<file path="src/rtl/sd_pkg.sv">
// Shared definitions for the sigma-delta converter family: control FSM encoding
// and the width of the saturating underrun counter.
package sd_pkg;

  typedef enum logic [1:0] {
    IDLE  = 2'd0,
    PRIME = 2'd1,
    RUN   = 2'd2
  } sd_state_e;

  localparam int UCNT_W = 8;
  localparam logic [UCNT_W-1:0] UCNT_MAX = '1;

endpackage

</file>
<file path="src/rtl/sd_modulator1.sv">
// First-order sigma-delta modulator: the accumulator carry-out is the
// pulse-density bit, registered one cycle after the addition.
module sd_modulator1 #(
  parameter int WIDTH = 8
) (
  input  logic             clk_in,
  input  logic             rst,
  input  logic             clear,
  input  logic             en,
  input  logic [WIDTH-1:0] din,
  output logic             carry
);

  logic [WIDTH-1:0] acc;
  logic [WIDTH:0]   sum;

  assign sum = {1'b0, acc} + {1'b0, din};

  // NOTE: sequential state uses non-blocking assignments so every register
  // samples the pre-edge values, independent of statement order.
  always_ff @(posedge clk_in) begin
    if (rst || clear) begin
      acc   <= '0;
      carry <= 1'b0;
    end else if (en) begin
      acc   <= sum[WIDTH-1:0];
      carry <= sum[WIDTH];
    end
  end

endmodule

</file>
<file path="src/rtl/sigmadelta_dac.sv">
// First-order sigma-delta DAC: one-entry sample buffer behind a valid/ready
// handshake, fixed sample period, IDLE/PRIME/RUN control and underrun tracking.
module sigmadelta_dac
  import sd_pkg::*;
#(
  parameter int DAC_WIDTH      = 8,
  parameter int PERIOD_BITS    = 10,
  parameter int INPUT_TOPOLOGY = 0
) (
  input  logic                 clk_in,
  input  logic                 rst,
  input  logic                 enable,
  input  logic [DAC_WIDTH-1:0] digital_in,
  input  logic                 sample_valid,
  output logic                 sample_ready,
  output logic                 analog_out,
  output logic                 sample_tick,
  output logic                 underrun,
  output logic [UCNT_W-1:0]    underrun_cnt,
  output logic                 running
);

  sd_state_e              state, state_next;
  logic                   pend_full;
  logic [DAC_WIDTH-1:0]   pend_data;
  logic [DAC_WIDTH-1:0]   active;
  logic [PERIOD_BITS-1:0] period_cnt;
  logic                   run_go, wrap, load_now, write_now;

  assign run_go    = (state == RUN) && enable;
  assign wrap      = run_go && (period_cnt == '1);
  // The pending entry moves to active on entry to RUN and at every period wrap.
  assign load_now  = pend_full && enable && ((state == PRIME) || wrap);
  assign sample_ready = !pend_full || load_now;
  assign write_now = sample_valid && sample_ready;

  // NOTE: the default assignment first keeps this block free of inferred latches.
  always_comb begin
    state_next = state;
    case (state)
      IDLE:    if (enable) state_next = PRIME;
      PRIME:   if (!enable) state_next = IDLE;
               else if (pend_full) state_next = RUN;
      RUN:     if (!enable) state_next = IDLE;
      default: state_next = IDLE;
    endcase
  end

  always_ff @(posedge clk_in) begin
    if (rst) begin
      state        <= IDLE;
      pend_full    <= 1'b0;
      pend_data    <= '0;
      active       <= '0;
      period_cnt   <= '0;
      sample_tick  <= 1'b0;
      underrun     <= 1'b0;
      underrun_cnt <= '0;
      running      <= 1'b0;
    end else begin
      state       <= state_next;
      running     <= (state_next == RUN);
      sample_tick <= wrap;
      underrun    <= wrap && !pend_full;
      period_cnt  <= run_go ? period_cnt + 1'b1 : '0;

      if (wrap && !pend_full && (underrun_cnt != UCNT_MAX))
        underrun_cnt <= underrun_cnt + 1'b1;

      // The inverted-feedback topology is applied here, not at capture.
      if (load_now)
        active <= (INPUT_TOPOLOGY != 0) ? ~pend_data : pend_data;

      if (write_now) begin
        pend_full <= 1'b1;
        pend_data <= digital_in;
      end else if (load_now) begin
        pend_full <= 1'b0;
      end
    end
  end

  sd_modulator1 #(
    .WIDTH (DAC_WIDTH)
  ) u_mod (
    .clk_in (clk_in),
    .rst    (rst),
    .clear  (!run_go),
    .en     (run_go),
    .din    (active),
    .carry  (analog_out)
  );

endmodule

</file>
<file path="config.mk">
export PLATFORM = sky130hd
export DESIGN_NAME = sigmadelta_dac
export DESIGN_NICKNAME = d
export VERILOG_FILES = /design/src/rtl/sd_pkg.sv /design/src/rtl/sd_modulator1.sv /design/src/rtl/sigmadelta_dac.sv
export SDC_FILE = /design/constraint.sdc
export NUM_CORES = 1
export LEC_CHECK = 0
export ABC_CLOCK_PERIOD_IN_PS = 5110
export CORE_MARGIN = 2
export CORE_UTILIZATION = 50
export DETAILED_ROUTE_END_ITERATION = 6
export PLACE_DENSITY = 0.71
export SLEW_MARGIN = 0
export SYNTH_ARGS = -nofsm -noshare
export SYNTH_HDL_FRONTEND = slang
export SYNTH_SLANG_ARGS = --single-unit
</file>
<file path="constraint.sdc">
create_clock -name clk_in -period 5.11 [get_ports clk_in]
set_input_delay 1.2775 -clock clk_in [delete_from_list [all_inputs] [get_ports clk_in]]
set_output_delay 1.2775 -clock clk_in [all_outputs]
set_load 0.01 [all_outputs]
</file>
==> flow_summary.yaml, run 1 <==
logic_synthesis:
  synth.yosys.seq_area_share_pct: 39.5
  syn_area_mm2: 0.00249
  syn_inst: 290
  synth_top_area_share_pct: 39.5
  syn_nets: 313
  syn_area_per_cell_um2: 8.57
  ys_top_cells_by_area: "dfxtp_1 39%, ha_1 5.0%, nand3_1 4.8%"
  ys_warn_count: 0
  synth_seq_cells: 49
  synth_area_leader_cell: "dfxtp_1"
  ys_types: 42
detailed_routing:
  drtIter0Drc: 94
  ant_nets: 0
  wl_per_cell_um: 12.8
  vias: 2091
  via_per_inst: 5.56
  dr.pass1.iters: 4
  drc: 0
  drt-total-wl_um: 4820
sta:
  fin_crit_sh_pct: 85.5
  period_needed_ns: 4.37
  grt_setup_unrepaired: "no"
  drv_slew: 0
  skew_ns: 0.0108
  hold-worst-slack_ns: 0.480
  setup_viol: 0
  setup_tns_ns: 0
  slew_headroom_pct: 35.1
  tightestPinTransition_ns: 0.966
  worst_slack_ns: 0.739
  hold_viol_final: 0
  max_freq_mhz: 229
setup_path:
  worstSetupPathType: "input pin to primary output"
  r2r_start: "period_cnt[0]"
  crit_start: "enable"
  cp-end-kind: "primary output"
  arrival_ns: 3.09
  critical_path_required_ns: 3.83
  critPathLaunchType: "input pin"
  critPathMaxFanout: 2
cts:
  cts-resized-gates: 0
  cts_buffers: 5
  cts_buffer_depth: 2
  post_cts_buffers: 0
  insertion_delay_ns: 0.31
  h-tree-depth: 2
  clk_pin_slew_ns: 0.09
  cts_root_buf: "clkbuf_8"
  cts_hold_buf: 0
  cts_tree: "yes"
  cts.sinks: 49
finish:
  layout.nets: 331
  mostFrequentLayoutCells: "49 x dfxtp_1, 26 x nor2_1, 24 x nand3_1, 24 x clkdlybuf4s50_1, 21 x a21oi_1"
  antenna_cells: 0
  area_growth_pct: 16.1
  layout_commonest_cell: "dfxtp_1"
  final_layout_size_suffix_gt1_share_pct: 4.85
hold_path:
  min_path_type: "flop to flop"
  hold_path.startpoint: "period_cnt[0]"
global_routing:
  grt_max_degree: 53
  antenna_found_initial: 0
  grt_pass1_wl_um: 8280
  grtUsageTotal_pct: 19.3
  overflow: 0
  grt_pass1_vias: 1894
power_and_ir_drop:
  leakagePower_nw: 1.04
  ir_worst_vdd_mv: 0.252
  swShare_pct: 22.1
  power_w: 0.000730
  powerDensity_mw_per_mm2: 253
  pwr-share-clk_pct: 39.8
  p_comb_share_pct: 6.1
  p_int_w: 0.000568
  switchingPower_w: 0.000161
  power_frac_seq_pct: 54.1
placed_design:
  preCtsSetupSlack_ns: 0.724
  gp_congestion: 0.815
  dp_hpwl_um: 3360
  port_buffers: 24
floorplan:
  coreArea_mm2: 0.00475
  fp.dieW_um: 74.5
  initial_core_util_pct: 52.3
  placementRows: 25
  dieHeight_um: 74.5
  io-pin-count: 25
  dieArea_mm2: 0.00555
run_status:
  status: "completed"
run:
  maxCapViolCount: 0
-- cell usage after synthesis --
library cell / number
clkbuf_1: 13
xor2_1: 2
ha_1: 10
dfxtp_1: 49
a211o_1: 1
nand3_2: 1
o31ai_1: 5
a21boi_0: 1
nand3b_1: 1
nor4_1: 1
xnor2_1: 8
nand4_1: 4
mux2i_1: 9
nor4b_1: 1
inv_1: 7
o21a_1: 1
o2111ai_1: 3
nor3_1: 5
nor4_2: 1
a31oi_1: 1
or3_1: 3
and2_1: 4
o21ai_0: 14
a21o_1: 1
buf_6: 1
buf_2: 3
nand2_1: 16
o41ai_1: 2
fa_1: 1
nand3_1: 24
and3b_1: 1
nor3b_1: 16
nor2_1: 26
a311o_1: 1
nand4b_4: 1
a211oi_1: 2
or4b_1: 1
a21oi_1: 21
o21bai_1: 1
or4_1: 5
and3_1: 4
nand2b_1: 18
-- per-layer routing --
metal	GRT usage (%)	part of all wire [%]	up-vias
met5	0	0	-
met4	6.55	1.1	0
met3	5.01	3.2	4
met2	33.0	49	34
met1	23.7	46	980
li1	-	-	1073
-- final cells by class --
type | count | area (µm²)
fillers | 453 | 1870
clock buffers | 6 | 82.6
well taps | 67 | 83.8
inverters | 7 | 26.3
multi-input cells | 217 | 1400
flip-flops and latches | 49 | 981
repair buffers | 28 | 270
clock inverters | 2 | 37.5
-- kinds of logic (layout without fill, tap and decap cells) --
family | count (synthesis) | count (layout) | share of synthesized area, %
AND/OR/NAND/NOR | 133 | 133 | 30.3
flip-flops | 49 | 49 | 39.5
buffers and inverters | 24 | 43 | 4.08
multiplexers | 9 | 9 | 3.62
XOR/XNOR | 10 | 10 | 3.52
adder cells (fa/ha/maj) | 11 | 11 | 5.84
AO/OA/AOI/OAI | 54 | 54 | 13.1
-- power groups by stage --
stage,Combinational [W],Clock [W],Sequential (W)
2_1_floorplan,0.0000308,0,0.000400
3_3_place_gp,0.0000437,0,0.000404
3_5_place_dp,0.0000445,0,0.000404
4_1_cts,0.0000447,0.000298,0.000395
5_1_grt,0.0000493,0.000314,0.000396
6_report,0.0000444,0.000290,0.000395
-- registers in the layout, summed over array words and instances (netlist names) --
register	cells
period_cnt	10
active	8
pend_data	8
u_mod.acc	8
underrun_cnt	8
state	2
pend_full	1
running	1
sample_tick	1
u_mod.carry	1
underrun	1
-- final timing paths --
kind | to | slack (ns) | cells after the start
max | sample_ready | 0.74 | 5
min | period_cnt[0] | 0.48 | 1
max reg2reg | underrun_cnt[6] | 2.88 | 6
min reg2reg | period_cnt[0] | 0.48 | 1
-- stage by stage --
| stage | cell area (µm²) | utilization, % | cells |
|---|---|---|---|
| 4_1_cts | 2890 | 60.7 | 376 |
| 2_1_floorplan | 2490 | - | 290 |
| 6_report | 2890 | 60.7 | 376 |
| 3_3_place_gp | 2770 | 58.2 | 368 |
| 5_1_grt | 2890 | 60.7 | 376 |
| 3_5_place_dp | 2770 | 58.2 | 368 |
-- critical path, stage by stage --
cell	delay (ns)
clkdlybuf4s50_1	0.54
nand4b_4	0.12
or4_1	0.54
nand2_1	0.09
clkdlybuf4s50_1	0.53
(Power assumes the default switching activity.)
==> inputs of run 2 (changes only) <==
--- a/config.mk
+++ b/config.mk
@@ -8,6 +8,7 @@
 export ABC_CLOCK_PERIOD_IN_PS = 5110
 export CORE_MARGIN = 2
 export CORE_UTILIZATION = 50
+export CTS_CLUSTER_DIAMETER = 40
 export DETAILED_ROUTE_END_ITERATION = 6
 export PLACE_DENSITY = 0.71
 export SLEW_MARGIN = 0
==> results of run 2 <==
No change in the layout: final DEF, timing and power equal those of run 1.
==> inputs of run 3 (changes only) <==
--- a/config.mk
+++ b/config.mk
@@ -6,10 +6,10 @@
 export NUM_CORES = 1
 export LEC_CHECK = 0
 export ABC_CLOCK_PERIOD_IN_PS = 5110
-export CORE_MARGIN = 2
 export CORE_UTILIZATION = 50
 export CTS_CLUSTER_DIAMETER = 40
 export DETAILED_ROUTE_END_ITERATION = 6
+export GPL_TIMING_DRIVEN = 0
 export PLACE_DENSITY = 0.71
 export SLEW_MARGIN = 0
 export SYNTH_ARGS = -nofsm -noshare
==> run 3 against run 2 <==
Wire length down 0.31%. Global-route usage up 0.95 points. Largest power group unchanged. Worst setup slack better by 0.012 ns. Worst hold slack worse by 0.0048 ns. Combinational power up 6.1%. Sequential power about the same. Clock skew down 0.0067 ns. Power down 6.1%.
==> flow_summary.yaml, run 3 (synthesized netlist as in run 1, its figures left out) <==
detailed_routing:
  via_per_inst: 5.44
  dr.pass1.iters: 4
  vias: 2107
  drtIter0Drc: 108
  wl_per_cell_um: 12.4
  drt-total-wl_um: 4810
  ant_nets: 0
  drc: 0
setup_path:
  worstPathCellList: "buf_6 > nand4b_4 > or4_1 > buf_2 > clkbuf_1 > nand2_1 > clkdlybuf4s50_1"
  critPathLaunchType: "input pin"
  arrival_ns: 3.08
  worstSetupPathType: "input pin to primary output"
  slowest_delay_ns: 0.54
  cp_num_buf_inv: 4
  critPathMaxFanout: 10
  cpMaxStageDelayCell: "clkdlybuf4s50_1"
  path_delay_family: "buffers and inverters"
  cp-end-kind: "primary output"
  critical_path_required_ns: 3.83
sta:
  fin_crit_sh_pct: 85.3
  max_freq_mhz: 229
  skew_ns: 0.00409
  slew_headroom_pct: 31.7
  grt_setup_unrepaired: "no"
  drv_slew: 0
  period_needed_ns: 4.36
  setup_tns_ns: 0
  hold_viol_final: 0
  tightestPinTransition_ns: 1.02
  setup_viol: 0
  worst_slack_ns: 0.751
cts:
  cts.sinks: 49
  cts-resized-gates: 0
  cts_tree: "yes"
  cts_hold_buf: 0
  cts_root_buf: "clkbuf_8"
  h-tree-depth: 2
  post_cts_buffers: 0
  cts_buffers: 5
  insertion_delay_ns: 0.29
  cts_buffer_depth: 2
  clk_pin_slew_ns: 0.08
finish:
  regMostFlops: "period_cnt"
  layout.nets: 342
  multiInputGateArea_mm2: 0.00140
  area_growth_pct: 16.3
  fin_cells: 387
  final-seq-area_um2: 981
  final_area_mm2: 0.00289
  final_layout_size_suffix_gt1_share_pct: 4.69
  mostFrequentLayoutCells: "49 x dfxtp_1, 26 x nor2_1, 24 x nand3_1"
  post-route-util_pct: 60.8
  n_fill_cell: 447
  largest_reg_flops: 10
  layout_commonest_cell: "dfxtp_1"
  antenna_cells: 0
hold_path:
  min_path_type: "flop to flop"
global_routing:
  grt_pass1_wl_um: 8510
  antenna_found_initial: 0
  grt_pass1_vias: 1917
  overflow: 0
  grt_max_degree: 15
  grtUsageTotal_pct: 20.3
floorplan:
  coreArea_mm2: 0.00475
  placementRows: 25
  io-pin-count: 25
  dieArea_mm2: 0.00526
  initial_core_util_pct: 52.3
  dieHeight_um: 72.5
  fp.dieW_um: 72.5
power_and_ir_drop:
  leakagePower_nw: 1.05
  powerDensity_mw_per_mm2: 237
  ir_worst_vdd_mv: 0.161
run_status:
  status: "completed"
placed_design:
  placed_cells: 379
  preCtsSetupSlack_ns: 0.745
  dp_hpwl_um: 3560
  port_buffers: 22
  place_area_mm2: 0.00279
  gp_congestion: 0.827
run:
  maxCapViolCount: 0
run 3: worst reg2reg max path, stage by stage, from the launching register on:
cell and delay, ns:
dfxtp_1 0.38, ha_1 0.23, nand3_2 0.11, or4_1 0.52, buf_2 0.18, buf_2 0.19, o41ai_1 0.37, a21oi_1 0.10
run 3: layout make-up:
cell class	instances	area share, %
multi-input cells	217	48.6
flip-flops and latches	49	33.9
repair buffers	22	7.62
clock buffers	7	3.33
well taps	67	2.90
plain buffers	17	2.60
inverters	7	0.909
clock inverters	1	0.173
run 3: where the power goes:
| part | switching [W] | total, W | internal [W] | leakage [nW] |
|---|---|---|---|---|
| sequential | 0.00000473 | 0.000393 | 0.000388 | 0.397 |
| combinational | 0.0000260 | 0.0000471 | 0.0000212 | 0.595 |
| clock | 0.000123 | 0.000245 | 0.000123 | 0.0542 |
run 3: path summary, 6_finish.rpt:
kind	startpoint	to	slack [ns]	depth (start not counted)
worst max-delay path	enable	sample_ready	0.75	7
worst min-delay path	pend_data[7]	pend_data[7]	0.47	2
worst min register to register	pend_data[7]	pend_data[7]	0.47	2
worst max register to register	period_cnt[0]	underrun_cnt[7]	2.92	7
run 3: metal layers:
metal  track usage, %  share of wire (%)  wire (µm)
met1             26.3                 49       2370
met2             34.3                 48       2290
met3             4.17                2.1        102
met4             5.45                1.0         48
met5                0                  0          0
run 3: through the flow:
stage	hold WS, ns	power (W)
6_report	0.475	0.000685
5_1_grt	0.507	0.000716
4_1_cts	0.476	0.000693
3_5_place_dp	0.456	0.000449
3_3_place_gp	0.444	0.000448
2_1_floorplan	0.430	0.000431
